$ cat src/rtl/ecg_group_sched_pkg.sv
// Purpose: shared constants and FSM encoding for the ECG group bits scheduler.
// Latency: none (declarations only).
// Backpressure: not applicable.
package ecg_group_sched_pkg;

  localparam int NUM_ECG     = 4;  // ECG groups per block
  localparam int GRP_SAMPLES = 4;  // samples per group
  localparam int BITS_W      = 4;  // width of one bits-required field

  typedef enum logic [1:0] {
    IDLE = 2'd0,
    CALC = 2'd1,
    DONE = 2'd2
  } state_t;

endpackage

$ cat src/rtl/ecg_group_sched_bits.sv
// Purpose: bits-required for one group of four signed samples (ECG 0..2 sign-magnitude, ECG 3 two's complement).
// Latency: purely combinational.
// Backpressure: none; the caller time-multiplexes it.
module ecg_group_sched_bits
  import ecg_group_sched_pkg::*;
#(
  parameter int J = 10  // sample width, 9 or 10
) (
  input  logic [GRP_SAMPLES*J-1:0] samples,
  input  logic [1:0]               ecgidx,
  output logic [BITS_W-1:0]        bits
);

  logic [J-1:0]      acc;
  logic [J-1:0]      smp;
  logic              any_nz;
  logic [BITS_W-1:0] pos;

  // OR-reduce the per-sample width indicators, then locate the highest set bit.
  // For two's complement, a negative sample is folded onto its one's complement
  // so that the highest set bit + 1 yields the minimum signed width.
  always_comb begin
    acc    = '0;
    smp    = '0;
    any_nz = 1'b0;
    pos    = '0;
    bits   = '0;
    for (int k = 0; k < GRP_SAMPLES; k++) begin
      smp    = samples[k*J +: J];
      any_nz = any_nz | (|smp);
      if (ecgidx == 2'd3) acc = acc | (smp ^ {J{smp[J-1]}});
      else                acc = acc | (smp[J-1] ? -smp : smp);
    end
    for (int i = 0; i < J; i++) begin
      if (acc[i]) pos = BITS_W'(i + 1);
    end
    if (ecgidx == 2'd3) bits = any_nz ? pos + 4'd1 : 4'd0;
    else                bits = pos;
  end

endmodule

$ cat src/rtl/ecg_group_sched.sv
// Purpose: accepts a 16-sample block and computes bits-required for 4 ECG groups with one shared unit.
// Latency: result valid 4 edges after acceptance; one block per 6 cycles at best.
// Backpressure: result held in DONE until out_ready; in_ready only asserted in IDLE.
module ecg_group_sched
  import ecg_group_sched_pkg::*;
#(
  parameter int J = 10  // sample width, 9 or 10
) (
  input  logic                            clk,
  input  logic                            rst,
  input  logic                            in_valid,
  output logic                            in_ready,
  input  logic [NUM_ECG*GRP_SAMPLES*J-1:0] in_samples,
  output logic                            out_valid,
  input  logic                            out_ready,
  output logic [NUM_ECG*BITS_W-1:0]       bits_req,
  output logic [7:0]                      total_bits,
  output logic [NUM_ECG-1:0]              size_changed
);

  state_t                            state, state_nxt;
  logic [1:0]                        cnt;
  logic [NUM_ECG*GRP_SAMPLES*J-1:0]  samples_q;
  logic [NUM_ECG*BITS_W-1:0]         prev_size;
  logic [GRP_SAMPLES*J-1:0]          grp;
  logic [BITS_W-1:0]                 calc_bits;
  logic [5:0]                        bits_sum;

  assign grp = samples_q[int'(cnt)*GRP_SAMPLES*J +: GRP_SAMPLES*J];

  // Single bits-required unit, stepped across the groups by cnt.
  ecg_group_sched_bits #(.J(J)) u_bits (
    .samples (grp),
    .ecgidx  (cnt),
    .bits    (calc_bits)
  );

  // State register.
  always_ff @(posedge clk) begin
    if (rst) state <= IDLE;
    else     state <= state_nxt;
  end

  // Next-state and handshake outputs.
  always_comb begin
    state_nxt = state;
    in_ready  = 1'b0;
    out_valid = 1'b0;
    case (state)
      IDLE: begin
        in_ready = 1'b1;
        if (in_valid) state_nxt = CALC;
      end
      CALC: begin
        if (cnt == 2'd3) state_nxt = DONE;
      end
      DONE: begin
        out_valid = 1'b1;
        if (out_ready) state_nxt = IDLE;
      end
      default: state_nxt = IDLE;
    endcase
  end

  // Datapath: latch block on accept, fill one result slot per CALC cycle,
  // remember delivered sizes on the output handshake.
  always_ff @(posedge clk) begin
    if (rst) begin
      cnt       <= 2'd0;
      samples_q <= '0;
      bits_req  <= '0;
      prev_size <= '0;
    end else begin
      case (state)
        IDLE: begin
          if (in_valid) begin
            samples_q <= in_samples;
            cnt       <= 2'd0;
          end
        end
        CALC: begin
          bits_req[int'(cnt)*BITS_W +: BITS_W] <= calc_bits;
          cnt                                  <= cnt + 2'd1;
        end
        DONE: begin
          if (out_ready) prev_size <= bits_req;
        end
        default: ;
      endcase
    end
  end

  // Payload size and per-ECG change flags derived from the stored slots.
  always_comb begin
    bits_sum = 6'({2'b00, bits_req[3:0]}) + 6'({2'b00, bits_req[7:4]})
             + 6'({2'b00, bits_req[11:8]}) + 6'({2'b00, bits_req[15:12]});
    total_bits = {bits_sum, 2'b00};
    for (int g = 0; g < NUM_ECG; g++) begin
      size_changed[g] = bits_req[g*BITS_W +: BITS_W] != prev_size[g*BITS_W +: BITS_W];
    end
  end

endmodule

$ cat config.mk
export PLATFORM = sky130hd
export DESIGN_NAME = ecg_group_sched
export DESIGN_NICKNAME = d
export VERILOG_FILES = /design/src/rtl/ecg_group_sched_pkg.sv /design/src/rtl/ecg_group_sched_bits.sv /design/src/rtl/ecg_group_sched.sv
export SDC_FILE = /design/constraint.sdc
export NUM_CORES = 1
export LEC_CHECK = 0
export ABC_CLOCK_PERIOD_IN_PS = 5800
export BUFFER_PORTS_ARGS = -buffer_cell sky130_fd_sc_hd__buf_2
export CORE_ASPECT_RATIO = 1.4
export CORE_MARGIN = 1
export CORE_UTILIZATION = 56
export DETAILED_ROUTE_END_ITERATION = 16
export PLACE_DENSITY = 0.81
export SLEW_MARGIN = 20
export SYNTH_ARGS = -nofsm -noshare
export SYNTH_HDL_FRONTEND = slang
export SYNTH_SLANG_ARGS = --single-unit
$ cat constraint.sdc
create_clock -name clk -period 5.8 [get_ports clk]
set_clock_uncertainty 0.2 [all_clocks]
set_input_delay 0.87 -clock clk [delete_from_list [all_inputs] [get_ports clk]]
set_output_delay 0.87 -clock clk [all_outputs]
set_load 0.01 [all_outputs]
== After elaboration in Yosys (flattened, before gate mapping) ==
Cells that the tools add are included.

* Register bits after elaboration: 196
* Latch bits: 0
* Memory bits (writable): 0
* ROM bits: 0
* Input port bits: 164
* Output and inout port bits: 30
* Logic and storage cells: 81
* Memories: 0

* Add/subtract/negate cells: 10
* Multipliers: 1
* Div/mod/pow operators: 0
* Order comparisons: 0
* Eq/ne operators: 10
* Shifts and indexed selects: 3
* Multiplexer cells: 29
* Bitwise operators: 13
* Reduce and logical (&&, ||, !) cells: 10

{| class="wikitable"
|+ Operator list
! kind !! count
|-
| variable part select 160 x 9 -> 40 bit || 1
|-
| 2-to-1 mux 10 bit || 8
|-
| OR 10 bit || 6
|-
| negation 10 bit || 4
|-
| OR reduction 10 bit || 4
|-
| XOR 10 bit || 4
|-
| negation 4 -> 33 bit || 1
|-
| variable shift 4 x 33 -> 16 bit, first input constant || 1
|-
| variable part select 4 x 33 -> 16 bit || 1
|-
| 2-to-1 mux 4 bit || 5
|-
| bitwise mux 16 bit || 1
|-
| != test 4 bit || 4
|-
| 2-to-1 mux 2 bit || 6
|-
| 2-to-1 mux 3 bit || 4
|-
| adder 5 x 4 -> 6 bit || 1
|-
| adder 6 x 4 -> 6 bit || 1
|-
| != test 2 bit, second input constant || 3
|-
| one-hot mux 2 bit (3 select lines) || 1
|-
| AND reduction 2 bit || 3
|-
| adder 4 x 4 -> 5 bit || 1
|-
| multiplier 2 x 3 -> 5 bit, second input constant || 1
|-
| adder 4 x 1 -> 4 bit, second input constant || 1
|-
| == test 2 bit, second input constant || 2
|-
| one-hot mux 2 bit (2 select lines) || 1
|-
| 7 further kinds || 11
|}

== Logic depth before layout (Yosys ltp) ==
Gate-level depths: netlist (run 1).

* Depth in word-level cells: 26
* Mapped depth: 20
* Depth with buffers taken out: 16

== Cells and area by module ==
A second synthesis (run 1) with hierarchy kept.

* Cells, all modules: 1188
* Area, all modules: 9929.5 um^2

{| class="wikitable"
|+ Modules (own cells, without submodules)
! module !! instances !! cells each !! area an instance (um^2) !! seq. area each (um^2)
|-
| ecg_group_sched || 1 || 979 || 8469.4 || 3923.8
|-
| ecg_group_sched_bits || 1 || 209 || 1460.2 || 0.0
|}

== Least setup slack after synthesis (run 1) ==
OpenSTA, ideal clock, no wires.

* Path kind: reg-to-reg
* From: reg cnt[0]
* To: reg bits_req[10]
* Setup time: 126 ps
* Data arrival time: 3838 ps
* Data required time: 5474 ps
* Path slack: 1636 ps
* Cell stages (with the launch flop): 19
* Buffers on the path: 3
* Period minus slack after synthesis: 4164 ps
* Cell sequence: dfxtp_1 buf_6 buf_8 buf_8 mux4_2 inv_1 ha_1 inv_1 o31ai_1 xor2_1 nand2_1 or4b_1 a211oi_2 or2_2 ha_1 nand2b_1 a21oi_1 mux2i_1 o21ai_1

* Cells in the longest elaborated chain, start to end: 26
* Elaborated cells between the ends (all ways): 49
* Those cells by class: add/sub (6); mul (1); eq/ne (1); shift (3); mux (21); bitwise (13); reduce/logical (4)

{| class="wikitable"
|+ RTL lines
! what !! line !! RTL
|-
| start: declaration || ecg_group_sched.sv:22 || <nowiki>logic [1:0] cnt;</nowiki>
|-
| start signal: assignment || ecg_group_sched.sv:83 || <nowiki>cnt <= cnt + 2'd1;</nowiki>
|-
| multiplier 2 x 3 -> 5 bit || ecg_group_sched.sv:29 || <nowiki>assign grp = samples_q[int'(cnt)*GRP_SAMPLES*J +: GRP_SAMPLES*J];</nowiki>
|-
| variable part select 160 x 9 -> 40 bit || ecg_group_sched.sv:29 ||
|-
| negation 10 bit || ecg_group_sched_bits.sv:32 || <nowiki>else acc = acc | (smp[J-1] ? -smp : smp);</nowiki>
|-
| 2-to-1 mux 10 bit || ecg_group_sched_bits.sv:32 ||
|-
| 2-to-1 mux 10 bit || ecg_group_sched_bits.sv:31 || <nowiki>if (ecgidx == 2'd3) acc = acc | (smp ^ {J{smp[J-1]}});</nowiki>
|-
| OR 10 bit, on equally long branches || ecg_group_sched_bits.sv:32, ecg_group_sched_bits.sv:31 ||
|-
| 2-to-1 mux 10 bit || ecg_group_sched_bits.sv:31 ||
|-
| OR 10 bit, on equally long branches || ecg_group_sched_bits.sv:32, ecg_group_sched_bits.sv:31 ||
|-
| [... 3 more ...] || - ||
|-
| 2-to-1 mux 1 bit || ecg_group_sched_bits.sv:35 || <nowiki>if (acc[i]) pos = BITS_W'(i + 1);</nowiki>
|-
| 2-to-1 mux 2 bit (2 in series) || ecg_group_sched_bits.sv:35 ||
|-
| 2-to-1 mux 3 bit (4 in series) || ecg_group_sched_bits.sv:35 ||
|-
| 2-to-1 mux 4 bit (3 in series) || ecg_group_sched_bits.sv:35 ||
|-
| adder 4 x 1 -> 4 bit || ecg_group_sched_bits.sv:37 || <nowiki>if (ecgidx == 2'd3) bits = any_nz ? pos + 4'd1 : 4'd0;</nowiki>
|-
| 2-to-1 mux 4 bit (2 in series) || ecg_group_sched_bits.sv:37 ||
|-
| variable part select 4 x 33 -> 16 bit || ecg_group_sched.sv:82 || <nowiki>bits_req[int'(cnt)*BITS_W +: BITS_W] <= calc_bits;</nowiki>
|-
| bitwise mux 16 bit (*) || ecg_group_sched.sv:82 ||
|-
| end signal: indexed assignment || ecg_group_sched.sv:82 ||
|-
| end: declaration || ecg_group_sched.sv:16 || <nowiki>output logic [NUM_ECG*BITS_W-1:0] bits_req,</nowiki>
|}

Mark *: on every way between the ends. The rest lies on a longest branch, timed or not.
A chain may end at the register's enable or synchronous reset.

== Worst setup path in the final report (run 1) ==
* From: reg cnt[0]
* To: reg bits_req[6]

Same word-level chain as after synthesis.

==> results of run 1 <==
-- power by group through the flow --
stage,clock network [mW],registers (mW),logic [mW]
3_5_place_dp,0,1.51,0.639
2_1_floorplan,0,1.48,0.483
5_1_grt,1.20,1.49,0.711
6_report,1.13,1.48,0.645
4_1_cts,1.15,1.48,0.642
3_3_place_gp,0,1.50,0.632
-- metal layers --
metal | GRT usage (%) | vias up
met2 | 53.3 | 255
met1 | 33.1 | 4258
met4 | 13.0 | 0
met5 | 0 | -
met3 | 4.34 | 73
li1 | - | 4408
-- flip-flops by register name (all words and copies together), names as in the netlist --
| register | count |
|---|---|
| bits_req | 16 |
| cnt | 2 |
| prev_size | 16 |
| samples_q | 160 |
| state | 2 |
-- layout by cell type (no fill, tap or decap), types with 4 or more instances in the layout --
cell type and count:
nand2_1 380, inv_1 25, nand2b_1 13, a21oi_1 197
mux2i_1 13, o21ai_0 9, nand4_1 17, dfxtp_1 194
or4_4 4, buf_2 190, a31oi_1 5, o21ai_1 13
mux4_1 7, nor2_1 25, nor3_1 8, buf_4 8
nand3b_1 5, nor2b_1 6, o31ai_1 5, mux2_2 4
xor2_1 10, clkbuf_16 18, ha_1 20, mux4_2 34
nand3_1 15, xnor2_1 25, or3_1 4, nor4_1 5
fa_1 8
-- path summary, 6_finish.rpt --
check	cells past startpoint	to	from
max	15	bits_req[6]	cnt[0]
min reg2reg	2	samples_q[19]	samples_q[19]
max reg2reg	15	bits_req[6]	cnt[0]
min	2	samples_q[19]	samples_q[19]
-- final cells by class --
class | count | area, sq um | share of cell area, %
clock buffers | 23 | 499 | 4.31
clock inverters | 8 | 66.3 | 0.573
inverters | 28 | 105 | 0.908
multi-input cells | 898 | 5650 | 48.9
flip-flops and latches | 196 | 3930 | 34.0
well taps | 236 | 295 | 2.55
repair buffers | 199 | 1020 | 8.84
-- critical path, cell delays in order, from the launching register on --
cell and delay (ns):
dfxtp_4 0.75, mux4_1 0.80, inv_1 0.10, ha_1 0.23, nand2b_1 0.10, o31ai_1 0.24
xor2_1 0.22, nand2_1 0.15, or4b_1 0.55, a211oi_2 0.29, or2_2 0.16, ha_1 0.14
nand2b_1 0.10, a21oi_1 0.06, mux2i_1 0.30, o21ai_1 0.11
-- kinds of logic (layout without fill, tap and decap cells) --
logic type,count (synthesis),count (layout),share of synthesized area [%]
AOI/OAI and AO/OA,264,264,15.0
xor gates and xnor gates,35,35,3.05
adders and majority gates,28,28,4.08
buffers and inverters,109,258,4.94
DFF,196,196,39.0
muxes,60,60,11.4
other,1,2,0.0373
and+or+nand+nor,509,509,22.5
==> results.txt, run 1 <==
Clock power share: 34.8%
Clock-pin slew on the worst setup and hold paths: 0.07 ns
Most common cell in the netlist: nand2_1
Row cnt: 57
Comb pwr share: 19.8%
Yosys reg bits: 196
Worst EP arrival: 4.78 ns
Total gr overflow: 0
Synth area leaders: dfxtp_1, nand2_1, a21oi_1, mux4_2, ha_1
Unrepaired setup endpoints after global routing: false
Total setup buffers inserted after CTS: 0
TritonCTS clock tree: yes
Rel. slew slack: 28.1%
Clock root buffer master: clkbuf_16
Worst setup EP type: flip-flop
Post-detail-place hpwl: 19100 um
Num CTS Buffers: 17
IO Pins: 194
Crit share post-route: 80.5%
Vias in the first global route: 8758
Latest clock arrival within the worst-skew pair: 0.43 ns
Tmin final: 4.67 ns
Design Power: 3.25 mW
EDFF count, synth: 0
Leak Pwr: 4.62 nW
Largest net degree at the start of global routing: 107
Post-DRT Antenna Nets: 0
Leading area contributor after synthesis: dfxtp_1
Sw Share: 29.2%
Fin. Hold Viols: 0
Fill cell count: 1506
Htree depth: 4
Pre-antenna DRT Iters: 7
Final nets: 1532
Flop2flop setup slack: 1.13 ns
Global placer's final weighted congestion: 0.962
Synth warn: 0
First-pass GRT wire length: 42200 um
Share of cells above drive strength 1: 22.1%
Synth top area share: 39.0%
Critical path class: flip-flop to flip-flop
Yosys cell types: 77
Initial Utilization: 57.6%
Mapped Area: 10100 sq um
Die Y: 161 um
Placed Area: 11000 sq um
Global-route usage over all layers: 29.2%
Endpoints failing setup: 0
Number of port buffers: 191
WL met2: 13900 um
Initial antenna violation count: 0
Crit path max fanout: 35
Fin cells: 1588
Post-Layout Inst Area: 11600 sq um
Worst hold margin: 0.253 ns
P&R area growth vs syn: 15.0%
CTS max path bufs: 2
DRC: 0
DR vias: 8994
Switching pwr: 0.951 mW
DR WL met3: 931 um
Core ar.: 17500 sq um
CTS resizes: 0
Top cells by count, synth: nand2_1, a21oi_1, dfxtp_1
Most used DFF post-synth: dfxtp_1
DR iter-0 viols: 700
Critical Path RT: 5.92 ns
Power Internal: 2.30 mW
Total Wirelength: 26200 um
Worst hold path class: flip-flop to flip-flop
Setup ws final: 1.13 ns
DR top layer: met4
Pins Over Slew Limit: 0
Avg Synthesized Cell Area: 8.37 sq um
Vias per cell: 5.66
Metal-1 WL: 10400 um
Seq pwr share: 45.4%
PwrDens: 281 nW/um^2
Hold Buf Count CTS: 0
Drt wl/cell: 16.5 um
Final core utilization: 66.2%
Asr flop ratio synth: 0%
Sequential share of the synthesized area: 39.0%
Slew @ Worst Pin: 1.08 ns
Sinks on Clock Net: 196
Place WS: 1.15 ns
Max Cap Viol: 0
Synth Instances: 1202
Die area: 18500 sq um
DIE WIDTH: 115 um
Startpoint Class: flip-flop
Setup_tns: 0 ns
Placed insts: 1557
Peak supply drop: 0.000173 V
# diodes: 0
Status: finished, final reports clean
Maximum clock rate: 214 MHz
No activity file was read; power rests on OpenSTA's default activity.
==> run 2, diff against run 1 <==
Settings changed: ABC_AREA set to 1, ABC_CLOCK_PERIOD_IN_PS 5800 to 4400, PLACE_DENSITY 0.81 to 0.8.
Clock period 5.8 ns to 4.4 ns, I/O delays scaled along.
==> results.txt, run 2 <==
Status: finished, final reports clean
Synth warn: 0
Row cnt: 58
Commonest non-fill, non-tap cells in the layout: nand2_1, a21oi_1, dfxtp_1, buf_2, nand3_1
Num CTS Buffers: 17
Global placer's final weighted congestion: 0.939
Drt wl/cell: 15.1 um
Vias in the first global route: 10300
P&R area growth vs syn: 15.7%
Yosys reg bits: 196
Startpoint Class: flip-flop
Asr flop ratio synth: 0%
Peak supply drop: 0.000257 V
Htree depth: 4
Leak Pwr: 5.58 nW
Crit path max fanout: 86
WL met2: 14900 um
Clock root buffer master: clkbuf_16
Share of cells above drive strength 1: 15.5%
Placed insts: 1965
Maximum clock rate: 258 MHz
Avg Synthesized Cell Area: 6.44 sq um
Clock-pin slew on the worst setup and hold paths: 0.08 ns
# diodes: 0
Sequential share of the synthesized area: 37.8%
Initial antenna violation count: 0
Reg2reg start: cnt[0]
Register-to-Register Path Depth: 19
TritonCTS clock tree: yes
Mapped Area: 10400 sq um
Metal-1 WL: 12000 um
PwrDens: 375 nW/um^2
Hold Path End: samples_q[103]
Final nets: 1936
Die area: 19100 sq um
Synth Instances: 1612
Slew @ Worst Pin: 1.01 ns
DR iter-0 viols: 769
Crit share post-route: 88.2%
Core ar.: 18100 sq um
CTS max path bufs: 2
Yosys cell types: 35
Switching pwr: 1.43 mW
EDFF count, synth: 0
Most common cell in the netlist: nand2_1
Hold Path Depth: 3
Commonest non-fill, non-tap cell in the layout: nand2_1
Rel. slew slack: 32.5%
Post-Layout Inst Area: 12000 sq um
DR WL met3: 1690 um
DIE WIDTH: 117 um
Post-DRT Antenna Nets: 0
Worst hold path class: primary input to flip-flop
Max Cap Viol: 0
Post-detail-place hpwl: 21400 um
Comb pwr share: 20.4%
Clock power share: 36.5%
Unrepaired setup endpoints after global routing: false
Worst hold margin: 0.255 ns
Most used DFF post-synth: dfxtp_1
Placed Area: 11400 sq um
Pins Over Slew Limit: 0
First-pass GRT wire length: 48700 um
Synth area leaders: dfxtp_1, nand2_1, a21oi_1, nand3_1, inv_1
Flop2flop setup slack: 0.52 ns
Top cells by count, synth: nand2_1, a21oi_1, dfxtp_1
Largest net degree at the start of global routing: 170
Max FFs per register: 160
Tmin final: 3.88 ns
Leading area contributor after synthesis: dfxtp_1
DRC: 0
DR top layer: met4
Global-route usage over all layers: 32.8%
Sinks on Clock Net: 196
Hold Buf Count CTS: 0
IO Pins: 194
CTS resizes: 0
Endpoints failing setup: 0
Largest regs: samples_q: 160 flops, bits_req: 16 flops, prev_size: 16 flops
Place WS: 0.620 ns
Critical Path RT: 4.57 ns
Total Wirelength: 30100 um
Pre-antenna DRT Iters: 5
Critical path class: flip-flop to flip-flop
Initial Utilization: 57.4%
Vias per cell: 5.45
Setup_tns: 0 ns
Die Y: 163 um
Number of port buffers: 191
Final core utilization: 66.4%
Worst setup EP type: flip-flop
Fin cells: 1996
Total gr overflow: 0
Worst EP arrival: 4.05 ns
Power Internal: 3.08 mW
Latest clock arrival within the worst-skew pair: 0.44 ns
DR vias: 10900
Seq pwr share: 43.1%
Worst Min Path Start: in_samples[103]
Synth top area share: 37.8%
Setup ws final: 0.517 ns
Fin. Hold Viols: 0
Total setup buffers inserted after CTS: 0
Biggest register: samples_q
Design Power: 4.50 mW
Sw Share: 31.7%
Reg2reg end: bits_req[5]
==> run 2: changes by cell type after synthesis, moves of 13 or more <==
cell and change:
mux4_2 -34, nand3_1 +116, mux2i_1 -13, nand2b_1 -13
nor2_1 +32, inv_1 +43, nand2_1 +348
==> run 2: layer usage <==
layer  vias to the layer above  GRT usage (%)
met1                      4983           38.7
li1                       5420              -
met4                         0           18.4
met5                         -              0
met2                       377           55.4
met3                        97           6.09
==> run 2: kinds of logic (layout without fill, tap and decap cells) <==
kind of cell | after synthesis | count (layout) | share of synthesized area, %
DFF | 196 | 196 | 37.8
adders and majority gates | 28 | 28 | 3.96
buffers and inverters | 170 | 313 | 6.95
xor gates and xnor gates | 20 | 20 | 1.69
AOI/OAI and AO/OA | 230 | 230 | 11.5
and+or+nand+nor | 967 | 967 | 38.0
other | 1 | 2 | 0.0361
==> run 2: power groups by stage <==
stage          Combinational, mW  Clock (mW)  Sequential [mW]
2_1_floorplan              0.660           0             1.95
3_3_place_gp               0.893           0             1.98
3_5_place_dp               0.908           0             1.98
4_1_cts                    0.914        1.66             1.94
5_1_grt                     1.05        1.72             1.95
6_report                   0.920        1.64             1.94
==> run 2: worst max-delay path by stage <==
| stage | start | endpoint | slack [ns] | cells after the start |
|---|---|---|---|---|
| after floorplan | cnt[0] | bits_req[13] | 0.93 | 21 |
| after global placement | cnt[0] | bits_req[13] | 0.66 | 19 |
| after detailed placement | cnt[0] | bits_req[5] | 0.62 | 19 |
| after CTS | bits_req[5] | total_bits[7] | 0.60 | 7 |
| after global routing | cnt[0] | bits_req[5] | 0.11 | 26 |
| final | cnt[0] | bits_req[5] | 0.52 | 19 |
==> run 2: cell type report <==
class / instances / area, sq um
fill: 1717 / 6070
multi-input combinational: 1247 / 5740
sequential: 196 / 3930
timing repair buffer: 208 / 1130
clock buffer: 18 / 439
tap: 240 / 300
inverter: 74 / 280
clock inverter: 13 / 185
==> run 2: critical path, cell delays in order (launching register included) <==
cell and delay (ns):
dfxtp_4 0.45, inv_2 0.10, buf_12 0.30, nand2_1 0.15, a32oi_1 0.39, inv_1 0.11, ha_1 0.28, or4_1 0.40
nand2_1 0.08, nand2_1 0.07, inv_1 0.07, a21boi_0 0.09, ha_1 0.28, inv_1 0.03, o21ai_0 0.15, o21a_2 0.17
nand2_1 0.06, nor2_2 0.12, nand2_1 0.06, a21oi_1 0.13
